File: src/rtl/clk_div_prog.sv
// Programmable multi-channel clock divider with per-channel shadowed configuration.
// Each channel emits a wrap tick every div+1 cycles and a square or pulse fdiv.
module clk_div_prog #(
  parameter int          CHANNELS    = 2,
  parameter int          WIDTH       = 26,
  parameter int unsigned DEFAULT_DIV = 25000000,
  parameter int          CW          = (CHANNELS > 1) ? $clog2(CHANNELS) : 1
) (
  input  logic                clk,
  input  logic                reset,
  input  logic [CHANNELS-1:0] ch_en,
  input  logic                sync,
  input  logic                cfg_we,
  input  logic [CW-1:0]       cfg_ch,
  input  logic [WIDTH-1:0]    cfg_div,
  input  logic                cfg_mode,
  output logic [CHANNELS-1:0] fdiv,
  output logic [CHANNELS-1:0] tick,
  output logic [CHANNELS-1:0] pending
);

  localparam logic [WIDTH-1:0] RST_DIV = WIDTH'(DEFAULT_DIV);

  for (genvar gi = 0; gi < CHANNELS; gi++) begin : g_ch
    logic [WIDTH-1:0] cnt_reg;
    logic [WIDTH-1:0] div_reg;
    logic [WIDTH-1:0] sdiv_reg;
    logic             mode_reg;
    logic             smode_reg;
    logic             pend_reg;
    logic             fdiv_reg;
    logic             tick_reg;

    logic             wr;
    logic             wrap;
    logic             hold;
    logic             apply;
    logic [WIDTH-1:0] div_next;
    logic             mode_next;

    // Out-of-range cfg_ch values never match any channel index, so they are dropped.
    assign wr        = cfg_we && (cfg_ch == CW'(gi));
    assign wrap      = (cnt_reg == div_reg);
    assign hold      = sync || !ch_en[gi];
    // Only a shadow that was already pending before this edge may be applied.
    assign apply     = pend_reg && (hold || wrap);
    assign div_next  = apply ? sdiv_reg : div_reg;
    assign mode_next = apply ? smode_reg : mode_reg;

    always_ff @(posedge clk) begin
      if (!reset) begin
        cnt_reg   <= '0;
        div_reg   <= RST_DIV;
        mode_reg  <= 1'b0;
        sdiv_reg  <= RST_DIV;
        smode_reg <= 1'b0;
        pend_reg  <= 1'b0;
        fdiv_reg  <= 1'b0;
        tick_reg  <= 1'b0;
      end else begin
        div_reg  <= div_next;
        mode_reg <= mode_next;

        if (hold) begin
          cnt_reg  <= '0;
          fdiv_reg <= 1'b0;
          tick_reg <= 1'b0;
        end else if (wrap) begin
          cnt_reg  <= '0;
          tick_reg <= 1'b1;
          // A mode switch restarts fdiv low so the new waveform starts clean.
          if (mode_next != mode_reg)
            fdiv_reg <= 1'b0;
          else if (mode_reg)
            fdiv_reg <= 1'b1;
          else
            fdiv_reg <= !fdiv_reg;
        end else begin
          cnt_reg  <= cnt_reg + WIDTH'(1);
          tick_reg <= 1'b0;
          if (mode_reg)
            fdiv_reg <= 1'b0;
        end

        // A write landing on an apply edge wins, leaving the new shadow pending.
        if (wr) begin
          sdiv_reg  <= cfg_div;
          smode_reg <= cfg_mode;
          pend_reg  <= 1'b1;
        end else if (apply) begin
          pend_reg  <= 1'b0;
        end
      end
    end

    assign fdiv[gi]    = fdiv_reg;
    assign tick[gi]    = tick_reg;
    assign pending[gi] = pend_reg;
  end

endmodule

File: config.mk
export PLATFORM = sky130hd
export DESIGN_NAME = clk_div_prog
export DESIGN_NICKNAME = d
export VERILOG_FILES = /design/src/rtl/clk_div_prog.sv
export SDC_FILE = /design/constraint.sdc
export NUM_CORES = 1
export LEC_CHECK = 0
export ABC_AREA = 1
export CORE_AREA = 3 3 115 117
export DETAILED_ROUTE_END_ITERATION = 16
export DIE_AREA = 0 0 118 120
export PLACE_DENSITY = 0.86
export RECOVER_POWER = 50
export SYNTH_ARGS = -nofsm -noshare
export SYNTH_HDL_FRONTEND = slang
export SYNTH_SLANG_ARGS = --single-unit
File: constraint.sdc
create_clock -name clk -period 2 [get_ports clk]
set_input_delay 0.4 -clock clk [delete_from_list [all_inputs] [get_ports clk]]
set_output_delay 0.4 -clock clk [all_outputs]
set_load 0.01 [all_outputs]
==> results of run 1 <==
-- routing by layer --
metal  share of wire  up-vias  GRT usage
met4           0.019        0     0.0762
met1            0.45     3003      0.313
met2            0.48      173      0.397
met3           0.056       31     0.0584
met5               0        -          0
li1                -     3305          -
-- cells in the final DEF (no fill, tap or decap), types with 3 or more instances in the layout --
cell | netlist | final
nand2_1 | 246 | 246
nor2_1 | 175 | 172
dfxtp_1 | 166 | 151
inv_1 | 85 | 85
nand3_1 | 49 | 49
o21ai_0 | 50 | 43
clkdlybuf4s50_1 | 0 | 37
a21oi_1 | 35 | 35
xor2_1 | 29 | 29
buf_4 | 9 | 22
nor3_1 | 21 | 21
o21ai_1 | 14 | 18
clkbuf_16 | 0 | 17
o211ai_1 | 14 | 14
dfxtp_2 | 0 | 14
inv_2 | 13 | 13
nand4_1 | 12 | 12
nor2_2 | 7 | 10
nand3_2 | 7 | 7
nor3b_1 | 6 | 6
nor3_2 | 6 | 6
nand2_2 | 6 | 5
nor3b_2 | 4 | 4
clkinv_2 | 1 | 4
clkinvlp_4 | 0 | 4
buf_12 | 0 | 4
nand2_4 | 2 | 3
nor2_4 | 3 | 3
a31oi_1 | 3 | 3
xnor2_1 | 3 | 3
o21ai_2 | 0 | 3
-- metrics by stage --
stage | hold WS [ns] | setup TNS, ns | cell area [um^2] | std cells
3_5_place_dp | 0.443 | -0.0598 | 7940 | 1206
6_report | 0.383 | 0 | 8590 | 1242
5_1_grt | 0.399 | -0.129 | 8590 | 1242
2_1_floorplan | 0.429 | 0 | 7380 | 1017
4_1_cts | 0.373 | 0 | 8480 | 1236
3_3_place_gp | 0.442 | 0 | 7940 | 1206
-- power by group through the flow --
| stage | Combinational (W) | Sequential [W] | Clock (W) |
|---|---|---|---|
| 4_1_cts | 0.000510 | 0.00352 | 0.00305 |
| 6_report | 0.000513 | 0.00352 | 0.00301 |
| 2_1_floorplan | 0.000342 | 0.00357 | 0 |
| 5_1_grt | 0.000582 | 0.00354 | 0.00318 |
| 3_5_place_dp | 0.000503 | 0.00359 | 0 |
| 3_3_place_gp | 0.000484 | 0.00359 | 0 |
-- area by class of cell --
cell class	instances	area, um^2
Sequential cell	166	3340
Clock inverter	9	80.1
Tap cell	172	215
Timing Repair Buffer	67	641
Inverter	100	378
Fill cell	987	3880
Multi-Input combinational cell	707	3470
Clock buffer	21	460
-- cell usage after synthesis (2+ instances only) --
| library cell | n |
|---|---|
| inv_2 | 13 |
| o21ai_1 | 14 |
| xor2_1 | 29 |
| buf_6 | 7 |
| nand3_2 | 7 |
| nor3b_1 | 6 |
| dfxtp_1 | 166 |
| nor4_1 | 3 |
| a31oi_1 | 3 |
| nor2_4 | 3 |
| nand2_4 | 2 |
| nor3b_2 | 4 |
| nor3_1 | 21 |
| inv_1 | 85 |
| a211oi_2 | 2 |
| ha_1 | 2 |
| a21oi_1 | 35 |
| nand2_2 | 6 |
| nand2_1 | 246 |
| nor2_2 | 7 |
| o211ai_1 | 14 |
| nor3_2 | 6 |
| nor3_4 | 2 |
| clkbuf_1 | 21 |
| xnor2_1 | 3 |
| nor2_1 | 175 |
| o21ai_0 | 50 |
| buf_2 | 6 |
| nand3_1 | 49 |
| buf_4 | 9 |
| nand4_1 | 12 |
| or2_2 | 2 |
-- how the worst max path moves through the flow --
stage | from | to | slack (ns) | cells past startpoint
final | g_ch[0].pend_reg | pending[0] | 0.12 | 1
after global routing | g_ch[0].div_reg[19] | g_ch[0].div_reg[17] | -0.03 | 12
after CTS | g_ch[0].cnt_reg[21] | g_ch[0].div_reg[3] | 0.04 | 12
after detailed placement | ch_en[0] | g_ch[0].div_reg[22] | -0.02 | 8
after global placement | ch_en[0] | g_ch[0].div_reg[20] | 0.05 | 8
after floorplan | g_ch[0].cnt_reg[0] | g_ch[0].cnt_reg[22] | 0.28 | 12
-- what timing repair did --
action,CTS,global route
gates resized for setup,0,34
setup buffers,0,6
endpoints found under the setup margin,0,37
-- logic make-up (layout without fill, tap and decap cells) --
family	Yosys count	after routing	share of synthesized area
AOI/OAI and AO/OA	118	118	0.0873
xor gates and xnor gates	32	32	0.0380
adders and majority gates	2	2	0.00339
buffers and inverters	144	197	0.0861
DFF	166	166	0.450
and+or+nand+nor	555	555	0.335
==> results_dict.tcl, run 1 <==
set metrics [dict create \
    status "finished, final reports clean" \
    grt_antenna_before_repair 0 \
    synth-edff-count 0 \
    ys.flop_type "dfxtp_1" \
    die_w_um 118 \
    async_flop_share 0 \
    min_to "g_ch[1].pend_reg" \
    finalCritPeriodShare 0.942 \
    synthTopCellsByArea "dfxtp_1 (45%), nand2_1 (13%), nor2_1 (8.9%)" \
    insertion_delay_ns 0.42 \
    place_congestion 0.861 \
    drcViolationCount 0 \
    cts_num_sinks 166 \
    dp_slack_ns -0.0247 \
    hold_buffers 0 \
    overflow 0 \
    cp.arrival_ns 1.48 \
    cellInternalPower_w 0.00541 \
    cp_top_family "buffers and inverters" \
    critPathSlowestCell "clkdlybuf4s50_1" \
    vias 6512 \
    hold_viol_final 0 \
    root_buffer "clkbuf_16" \
    drv_cap 0 \
    slew_headroom 0.614 \
    clock.fmax_ghz 0.531 \
    fin_crit_ns 1.88 \
    finalSetupViolCount 0 \
    die_h_um 120 \
    area_delta_synth_final_pct 16.3 \
    yosys.area.top_type "dfxtp_1" \
    startpoint_type "flip-flop" \
    diodes 0 \
    ant_nets 0 \
    rows 41 \
    syn-num-nets 1053 \
    fin_skew_ns 0.00573 \
    io_pins 40 \
    avgSynthCellArea_um2 7.26 \
    netSwitchingPower_w 0.00164 \
    dp_hpwl_um 11700 \
    critPathBufInv 1 \
    drt-total-wl_um 16500 \
    power_density_nw_per_um2 821 \
    numCtsBuffers 17 \
    yosys_warnings 0 \
    grt_pass1_vias 6163 \
    cpPeakStageDelay_ns 0.61 \
    synth_cell_types 39 \
    regToRegSetupSlack_ns 0.12 \
    wl_per_cell_um 13.3 \
    hold_start "reset" \
    worstReg2RegEnd "g_ch[0].div_reg[17]" \
    ys_seq_elements 166 \
    synth.top_cell.area_share 0.450 \
    comb_power_share 0.073 \
    drt_first_pass_iters 4 \
    clockBufferDepth 2 \
    rr_worst_depth 12 \
    pwr-share-seq 0.500 \
    cp_data_required_time_ns 1.60 \
    worstSetupPathType "flip-flop to output pin" \
    clockPowerShare 0.427 \
    syn_area_um2 7380 \
    rr_startpoint "g_ch[0].div_reg[19]" \
    fp.dieArea_um2 14200 \
    synthCells 1017 \
    cts.htree.levels 4 \
    total_power_w 0.00705 \
    worst_pin_slew_ns 0.579 \
    grt_max_degree 64 \
    grt.total_usage 0.241 \
    final_net_count 1095 \
    end_kind "output pin" \
    worstHoldPathCells 3 \
    sw_frac_of_total 0.233 \
    worstPathCellList "clkdlybuf4s50_1" \
    power_leakage_nw 3.59 \
    drt_iter0_drc 588 \
    start_util 0.592 \
    worstHoldPathType "input port to flip-flop" \
    via_per_inst 5.24 \
    numPortBuffers 39 \
    drv_slew 0 \
    ir_worst_vdd_mv 0.581 \
    cts_tree "built" \
    grt_pass1_wl_um 28100 \
    clkTransAtPathRegs_ns 0.06 \
    utilization 0.689 \
    core-area_um2 12500 \
    worstPathMaxFanout 5 \
    layout-drive-gt1-share 0.128 \
    ys_seq_area_frac 0.450 \
    fin_ws_ns 0.116 \
]
Note: power is estimated with default switching activity, not from simulation.
==> inputs of run 2 (changes only) <==
CTS_CLUSTER_DIAMETER = 100   (was unset)
==> results of run 2 <==
The final DEF is identical to that of run 1; final timing and power are the same.
